$ cat src/rtl/window_stream.sv
// rtl/window_stream.sv - streaming frame windowing stage for the MFCC front end
// Two-stage pipeline: S1 holds sample+coefficient, S2 holds the rounded/saturated product.

module window_stream #(
  parameter int DATA_W    = 16,
  parameter int COEF_W    = 16,
  parameter int FRAME_LEN = 306
) (
  input  logic                     clk,
  input  logic                     rst_n,
  input  logic [1:0]               mode,
  input  logic                     in_valid,
  output logic                     in_ready,
  input  logic signed [DATA_W-1:0] in_data,
  input  logic                     in_sof,
  output logic                     out_valid,
  input  logic                     out_ready,
  output logic signed [DATA_W-1:0] out_data,
  output logic                     out_sof,
  output logic                     out_eof,
  output logic                     sync_err
);

  localparam int HALF     = (FRAME_LEN + 1) / 2;
  localparam int IDX_W    = $clog2(FRAME_LEN);
  localparam int ADDR_W   = (HALF > 1) ? $clog2(HALF) : 1;
  localparam int PROD_W   = DATA_W + COEF_W;
  localparam int COEF_MAX = (1 << (COEF_W - 1)) - 1;

  localparam logic [IDX_W-1:0]         LAST_IDX = IDX_W'(FRAME_LEN - 1);
  localparam logic [IDX_W-1:0]         HALF_IDX = IDX_W'(HALF);
  localparam logic signed [PROD_W-1:0] RND_HALF = PROD_W'(64'sd1 <<< (COEF_W - 2));
  localparam logic signed [PROD_W-1:0] SAT_MAX  = PROD_W'((64'sd1 <<< (DATA_W - 1)) - 64'sd1);
  localparam logic signed [PROD_W-1:0] SAT_MIN  = PROD_W'(-(64'sd1 <<< (DATA_W - 1)));

  // kind 0 = Hamming, otherwise Hann; evaluated only at elaboration
  function automatic logic signed [COEF_W-1:0] win_coef(input int kind, input int n);
    real pi;
    real a;
    real b;
    real v;
    int  c;
    pi = 3.14159265358979323846;
    if (kind == 0) begin
      a = 0.54;
      b = 0.46;
    end else begin
      a = 0.5;
      b = 0.5;
    end
    v = (a - b * $cos(2.0 * pi * real'(n) / real'(FRAME_LEN - 1))) * (2.0 ** (COEF_W - 1));
    c = $rtoi(v + 0.5);
    if (c > COEF_MAX) c = COEF_MAX;
    if (c < 0) c = 0;
    return COEF_W'(c);
  endfunction

  logic signed [COEF_W-1:0] ham_rom  [HALF];
  logic signed [COEF_W-1:0] hann_rom [HALF];

  for (genvar g = 0; g < HALF; g++) begin : g_rom
    localparam logic signed [COEF_W-1:0] HAM_C  = win_coef(0, g);
    localparam logic signed [COEF_W-1:0] HANN_C = win_coef(1, g);
    assign ham_rom[g]  = HAM_C;
    assign hann_rom[g] = HANN_C;
  end

  logic [IDX_W-1:0]         idx_q, idx_d;
  logic [1:0]               mode_q, mode_d;
  logic                     s1_valid_q, s1_valid_d;
  logic signed [DATA_W-1:0] s1_data_q, s1_data_d;
  logic signed [COEF_W-1:0] s1_coef_q, s1_coef_d;
  logic                     s1_sof_q, s1_sof_d;
  logic                     s1_eof_q, s1_eof_d;
  logic                     out_valid_q, out_valid_d;
  logic signed [DATA_W-1:0] out_data_q, out_data_d;
  logic                     out_sof_q, out_sof_d;
  logic                     out_eof_q, out_eof_d;

  logic                     adv;
  logic                     in_fire;
  logic [IDX_W-1:0]         eff_idx;
  logic [IDX_W-1:0]         rom_addr_full;
  logic [ADDR_W-1:0]        rom_addr;
  logic signed [COEF_W-1:0] coef;
  logic signed [PROD_W-1:0] prod;
  logic signed [PROD_W-1:0] rnd_prod;
  logic signed [PROD_W-1:0] res;
  logic signed [DATA_W-1:0] sat;

  // Input side: index tracking, mode latch, coefficient lookup, S1 load
  always_comb begin
    adv           = !out_valid_q || out_ready;
    in_ready      = adv || !s1_valid_q;
    in_fire       = in_valid && in_ready;
    eff_idx       = in_sof ? '0 : idx_q;
    sync_err      = in_fire && in_sof && (idx_q != '0);
    rom_addr_full = (eff_idx < HALF_IDX) ? eff_idx : (LAST_IDX - eff_idx);
    rom_addr      = ADDR_W'(rom_addr_full);

    // A frame's first sample already uses the newly latched mode
    mode_d = (in_fire && (eff_idx == '0)) ? mode : mode_q;
    case (mode_d)
      2'd0:    coef = ham_rom[rom_addr];
      2'd1:    coef = hann_rom[rom_addr];
      default: coef = COEF_W'(COEF_MAX);
    endcase

    idx_d = idx_q;
    if (in_fire) begin
      idx_d = (eff_idx == LAST_IDX) ? '0 : eff_idx + 1'b1;
    end

    s1_valid_d = s1_valid_q;
    s1_data_d  = s1_data_q;
    s1_coef_d  = s1_coef_q;
    s1_sof_d   = s1_sof_q;
    s1_eof_d   = s1_eof_q;
    if (adv) begin
      s1_valid_d = 1'b0;
    end
    if (in_fire) begin
      s1_valid_d = 1'b1;
      s1_data_d  = in_data;
      s1_coef_d  = coef;
      s1_sof_d   = (eff_idx == '0);
      s1_eof_d   = (eff_idx == LAST_IDX);
    end
  end

  // Output side: multiply, round half up, saturate, S2 load
  always_comb begin
    prod     = $signed({{COEF_W{s1_data_q[DATA_W-1]}}, s1_data_q})
             * $signed({{DATA_W{s1_coef_q[COEF_W-1]}}, s1_coef_q});
    rnd_prod = prod + RND_HALF;
    res      = rnd_prod >>> (COEF_W - 1);
    if (res > SAT_MAX) begin
      sat = {1'b0, {(DATA_W-1){1'b1}}};
    end else if (res < SAT_MIN) begin
      sat = {1'b1, {(DATA_W-1){1'b0}}};
    end else begin
      sat = res[DATA_W-1:0];
    end

    out_valid_d = out_valid_q;
    out_data_d  = out_data_q;
    out_sof_d   = out_sof_q;
    out_eof_d   = out_eof_q;
    if (adv) begin
      out_valid_d = s1_valid_q;
      if (s1_valid_q) begin
        out_data_d = sat;
        out_sof_d  = s1_sof_q;
        out_eof_d  = s1_eof_q;
      end
    end
  end

  always_ff @(posedge clk or negedge rst_n) begin
    if (!rst_n) begin
      idx_q       <= '0;
      mode_q      <= '0;
      s1_valid_q  <= 1'b0;
      s1_data_q   <= '0;
      s1_coef_q   <= '0;
      s1_sof_q    <= 1'b0;
      s1_eof_q    <= 1'b0;
      out_valid_q <= 1'b0;
      out_data_q  <= '0;
      out_sof_q   <= 1'b0;
      out_eof_q   <= 1'b0;
    end else begin
      idx_q       <= idx_d;
      mode_q      <= mode_d;
      s1_valid_q  <= s1_valid_d;
      s1_data_q   <= s1_data_d;
      s1_coef_q   <= s1_coef_d;
      s1_sof_q    <= s1_sof_d;
      s1_eof_q    <= s1_eof_d;
      out_valid_q <= out_valid_d;
      out_data_q  <= out_data_d;
      out_sof_q   <= out_sof_d;
      out_eof_q   <= out_eof_d;
    end
  end

  assign out_valid = out_valid_q;
  assign out_data  = out_data_q;
  assign out_sof   = out_sof_q;
  assign out_eof   = out_eof_q;

endmodule

$ cat config.mk
export PLATFORM = sky130hd
export DESIGN_NAME = window_stream
export DESIGN_NICKNAME = d
export VERILOG_FILES = /design/src/rtl/window_stream.sv
export SDC_FILE = /design/constraint.sdc
export NUM_CORES = 1
export LEC_CHECK = 0
export BUFFER_PORTS_ARGS = -buffer_cell sky130_fd_sc_hd__buf_2
export CORE_ASPECT_RATIO = 1.25
export CORE_MARGIN = 5
export CORE_UTILIZATION = 60
export DETAILED_ROUTE_END_ITERATION = 8
export PLACE_DENSITY = 0.8
export SETUP_SLACK_MARGIN = 0.3
export SLEW_MARGIN = 5
export SYNTH_ARGS = -nofsm -noshare
export SYNTH_HDL_FRONTEND = slang
export SYNTH_SLANG_ARGS = --single-unit
$ cat constraint.sdc
create_clock -name clk -period 6.65 [get_ports clk]
set_clock_uncertainty 0.05 [all_clocks]
set_input_delay 0.3325 -clock clk [delete_from_list [all_inputs] [get_ports clk]]
set_output_delay 0.3325 -clock clk [all_outputs]
set_load 0.05 [all_outputs]
==> summary.md, run 1 <==
| Metric | Value |
|---|---|
| Outcome | `did not finish` |
| Failing step | `5_1_grt` |
| Error | `[ERROR GRT-0116] Global routing finished with congestion. Check the congestion regions in the DRC Viewer.` |
| Max Root-Sink Buffers | `2` |
| Area contributors post-synth | `fa_1, dfrtp_1, ha_1` |
| # port buffers | `43` |
| Initial core utilization | `0.610` |
| Post-synth EDFFs | `0` |
| Async SR Flop Fraction | `1.00` |
| Die Height | `roughly 200 um` |
| Synth warn | `0` |
| Seq cells post-synth | `between 60 and 70` |
| CTS Root Cell | `clkbuf_16` |
| Largest net degree at the start of global routing | `roughly 120` |
| Synthesized area | `about 17,000 um2` |
| Die Width | `around 160 um` |
| Sequential fraction of the synthesis area | `0.0922` |
| Cell Rows | `69` |
| H-tree lvl count | `3` |
| Number of global-route vias before repair | `between 20,000 and 25,000` |
| Yosys cell types | `88` |
| Global-route wire length before repair | `~150,000 um` |
| Total grt overflow | `5` |
| Post-Synthesis Cells | `approximately 2,200` |
| Ys flop type | `dfrtp_1` |
| HPWL after DPL | `around 62,000 um` |
| Place WS | `-443 ps` |
| GP Congestion | `about 1.1` |
| Syn Nets | `between 2,000 and 3,000` |
| Avg Synthesized Cell Area | `7.98 um2` |
| Ports | `44` |
| Share of the synthesized area in the top cell type | `0.282` |
| Post-synth top area cell | `fa_1` |
| TritonCTS Sinks | `64` |
| GR Util All Layers | `0.638` |
| TritonCTS Buffers | `9` |
repair_timing:
action,4_1_cts
pin swaps,32
resized for setup,64
setup buffers,26
endpoints found under the setup margin,16
cloned,2
hold buffers,0
cells in the mapped netlist (all sizes together), types with 11 or more instances:
cell,instances
nand4,13
nor3,38
nand2b,21
dfrtp,64
xor2,12
o31ai,16
o22ai,18
o21ai,112
nand2,281
a2111oi,11
o2111ai,12
nand3,50
a221oi,14
and2,138
buf,68
a31oi,29
o211ai,32
inv,301
a21oi,110
o311ai,22
o221ai,16
a211oi,35
a311oi,13
a21o,14
ha,116
xnor2,17
fa,245
clkbuf,89
nor2,110
logic make-up after synthesis:
logic type,after synthesis,synth area share
mux,15,0.00900
simple gates,705,0.195
buf+inv,459,0.106
xor+xnor,29,0.0146
compound gates,544,0.217
flops,64,0.0922
fa+ha+maj,361,0.366
metrics by stage:
step	TNS (ps)	instances	area [um2]
after floorplan	0	2177	17400
after global placement	-21.2	2547	18400
after detailed placement	-5660	2547	18400
after CTS	0	2591	19100
routing by layer:
layer | overflow | track usage
met5 | 0 | 0.0985
met4 | 2 | 0.630
met3 | 0 | 0.444
met2 | 3 | 0.830
met1 | 0 | 0.644
==> run 2, diff against run 1 <==
--- a/config.mk
+++ b/config.mk
@@ -6,12 +6,10 @@
 export NUM_CORES = 1
 export LEC_CHECK = 0
 export BUFFER_PORTS_ARGS = -buffer_cell sky130_fd_sc_hd__buf_2
-export CORE_ASPECT_RATIO = 1.25
 export CORE_MARGIN = 5
-export CORE_UTILIZATION = 60
+export CORE_UTILIZATION = 40
 export DETAILED_ROUTE_END_ITERATION = 8
-export PLACE_DENSITY = 0.8
-export SETUP_SLACK_MARGIN = 0.3
+export PLACE_DENSITY_LB_ADDON = 0.15
 export SLEW_MARGIN = 5
 export SYNTH_ARGS = -nofsm -noshare
 export SYNTH_HDL_FRONTEND = slang
==> constraint.sdc (replaced) <==
create_clock -name clk -period 8.6 [get_ports clk]
set_clock_uncertainty 0.05 [all_clocks]
set_input_delay 0.43 -clock clk [delete_from_list [all_inputs] [get_ports clk]]
set_output_delay 0.43 -clock clk [all_outputs]
set_load 0.05 [all_outputs]
==> run 2 against run 1 <==
  * The run now ends clean
  * Synthesized cell count unchanged
  * Area after synthesis unchanged
==> summary.md, run 2 <==
| Metric | Value |
|---|---|
| Outcome | `finished clean` |
| Die ar. | `47,700 um2` |
| Drt pass-1 iters | `5` |
| GR Util All Layers | `0.318` |
| Final Cycle Share | `0.876` |
| CP dominant cell by count | `fa_1` |
| CP peak stage delay | `about 620 ps` |
| Cell Rows | `76 (+10%)` |
| Average wire per standard cell | `around 28 um` |
| Worst Hold Class | `primary input to async pin` |
| Async SR Flop Fraction | `1.00 (unchanged)` |
| Mux cell area share after synthesis | `0.00900 (unchanged)` |
| HPWL after DPL | `55,100 um (-11%)` |
| Seq cells post-synth | `64 (unchanged)` |
| Avg Synthesized Cell Area | `7.98 um2 (unchanged)` |
| Vias per Instance | `roughly 6.3` |
| Ports | `44 (unchanged)` |
| Post-Synth Simple-Gate Area | `0.195 (unchanged)` |
| Non-filler instance count after layout | `~2,700` |
| Req. time, crit path | `around 9000 ps` |
| Cts hold-fix bufs | `0 (unchanged)` |
| Synth Area in Compound Gates | `0.217 (unchanged)` |
| Final hold slack | `approximately 140 ps` |
| Max Root-Sink Buffers | `2 (unchanged)` |
| Most frequent cells in the layout | `inv_1, nand2_1, fa_1, and2_1, ha_1` |
| Crit Path Category | `flip-flop to flip-flop` |
| CP Max Fanout | `17` |
| Layout cells sized above 1 | `0.0796` |
| Die Height | `218 um (+9.1%)` |
| H-tree lvl count | `3 (unchanged)` |
| R2R depth | `22` |
| GP Congestion | `1.03 (-8.2%)` |
| CTS tree | `done` |
| Most frequent cell after synthesis | `inv_1` |
| Worst Tran Pin Value | `1240 ps` |
| # resized after CTS | `0 (-100%)` |
| CTS Root Cell | `clkbuf_16` |
| Most common cell after layout, fill and taps aside | `inv_1` |
| Post-CTS Setup Inserts | `0 (-100%)` |
| Yosys cell types | `88 (unchanged)` |
| Synthesized area | `17,400 um2 (unchanged)` |
| Post-Synthesis Cells | `2,177 (unchanged)` |
| Final setup TNS | `0 ps` |
| DR DRC count | `0` |
| Initial core utilization | `0.404 (-0.206)` |
| Area delta synth->final | `6.36%` |
| Setup violations, final | `0` |
| Family with the most delay on the worst path | `adder cells` |
| Share of the synthesized area in the top cell type | `0.282 (unchanged)` |
| # port buffers | `43 (unchanged)` |
| TritonCTS Sinks | `64 (unchanged)` |
| Final net count | `about 2,500` |
| Placed insts | `2,705 (+6.2%)` |
| Post-synth top area cell | `fa_1` |
| Slew Limit Fails | `0` |
| Post-synth EDFFs | `0 (unchanged)` |
| Fmax | `about 130 MHz` |
| Post-synthesis xor/xnor area fraction | `0.0146 (unchanged)` |
| Initial antenna violation count | `5` |
| TritonCTS Buffers | `9 (unchanged)` |
| Unrepaired setup endpoints after global routing | `no` |
| Final wirelength | `about 75,000 um` |
| Synth warn | `0 (unchanged)` |
| Crit-path slowest cell | `nor4_1` |
| Post-synthesis adder-cell area fraction | `0.366 (unchanged)` |
| Max-cap violations | `0` |
| Sequential fraction of the synthesis area | `0.0922 (unchanged)` |
| Global-route wire length before repair | `between 100,000 and 150,000 um` |
| CP Data Arrival Time | `7710 ps` |
| Max-Slew Margin vs Limit | `0.167` |
| Die Width | `218 um (+35%)` |
| Total grt overflow | `0` |
| Instance count on the critical path | `22` |
| Bufs and invs on worst path | `5` |
| Routed Antenna Nets | `0` |
| Crit end category | `flip-flop` |
| Clock Latency Late Sink | `about 370 ps` |
| Worst setup SP type | `flip-flop` |
| Area contributors post-synth | `fa_1, dfrtp_1, ha_1` |
| Clk slew on worst S/H paths | `around 60 ps` |
| CP Cell Sequence | `and2_1 > fa_1 > inv_1 > fa_1 > fa_1 > fa_1 > inv_1 > fa_1 > inv_1 > fa_1 > inv_1 > ha_1 > nand4_1 > a211oi_1 > a221oi_1 > buf_4 > nor4_1 > o211ai_1 > o221ai_1 > mux2_2 > o21ba_2 > o21ai_0` |
| Largest family of logic cells by synthesized area | `adder cells` |
| Final hold violation count | `0` |
| Top cells by count, synth | `inv_1, nand2_1, fa_1, and2_1, ha_1` |
| Syn Nets | `2,561 (unchanged)` |
| DR iter-0 viols | `~1,900` |
| Number of global-route vias before repair | `around 17,000` |
| Final min period | `7540 ps` |
| Core area | `43,000 um2` |
| Ys flop type | `dfrtp_1` |
| Largest net degree at the start of global routing | `between 100 and 150` |
| Routed via count | `roughly 17,000` |
## run 2: cell counts after synthesis
No cell type changed its count.
## run 2: area by class of cell
cell class              instances  area [um2]
fillers                      4425       24500
multi-input cells            1654       14000
flip-flops and latches         64        1600
inverters                     302        1130
well taps                     585         732
repair buffers                100         683
clock buffers                   9         225
clock inverters                 7        96.3
diodes                          3        7.51
## run 2: cell families after synthesis
family	count (synthesis)
AOI/OAI and AO/OA	544
xor gates and xnor gates	29
adders and majority gates	361
buffers and inverters	459
DFF	64
muxes	15
and+or+nand+nor	705
## run 2: metrics by stage
step | worst slack [ps] | area (um2) | utilization
after floorplan | 2090 | 17400 | -
after global placement | 1290 | 18100 | 0.422
after detailed placement | 1040 | 18100 | 0.422
after CTS | 1020 | 18500 | 0.430
after global routing | 502 | 18500 | 0.430
final | 1060 | 18500 | 0.430
## run 2: path summary, 6_finish.rpt
kind | slack [ps] | start | endpoint
max | 1060 | s1_coef_q[4] | out_data[6]
min | 140 | rst_n | out_data[3]
max reg2reg | 1060 | s1_coef_q[4] | out_data[6]
min reg2reg | 430 | out_data[7] | out_data[7]
max in group asynchronous | 7710 | rst_n | s1_data_q[1]
min in group clk | 210 | in_data[1] | s1_data_q[1]
## run 2: worst register-to-register path: cells and delay by family (launching register included)
| kind | cells | cell delay [ps] |
|---|---|---|
| AND/OR/NAND/NOR | 3 | 1040 |
| multiplexers | 1 | 520 |
| buffers and inverters | 5 | 390 |
| flip-flops | 1 | 590 |
| adder cells (fa/ha/maj) | 7 | 3310 |
| AO/OA/AOI/OAI | 6 | 1490 |
## run 2: metal layers
| layer | track usage | share of wire | vias to the layer above |
|---|---|---|---|
| met5 | 0 | 0.00045 | - |
| met4 | 0.128 | 0.044 | 6 |
| met3 | 0.0859 | 0.11 | 214 |
| met2 | 0.452 | 0.41 | 955 |
| met1 | 0.459 | 0.44 | 8572 |
| li1 | - | - | 7302 |
Power of run 2 is left out: the tool's default activity adds up to more than one toggle a clock period on the data nets, which glitch-free logic cannot reach.
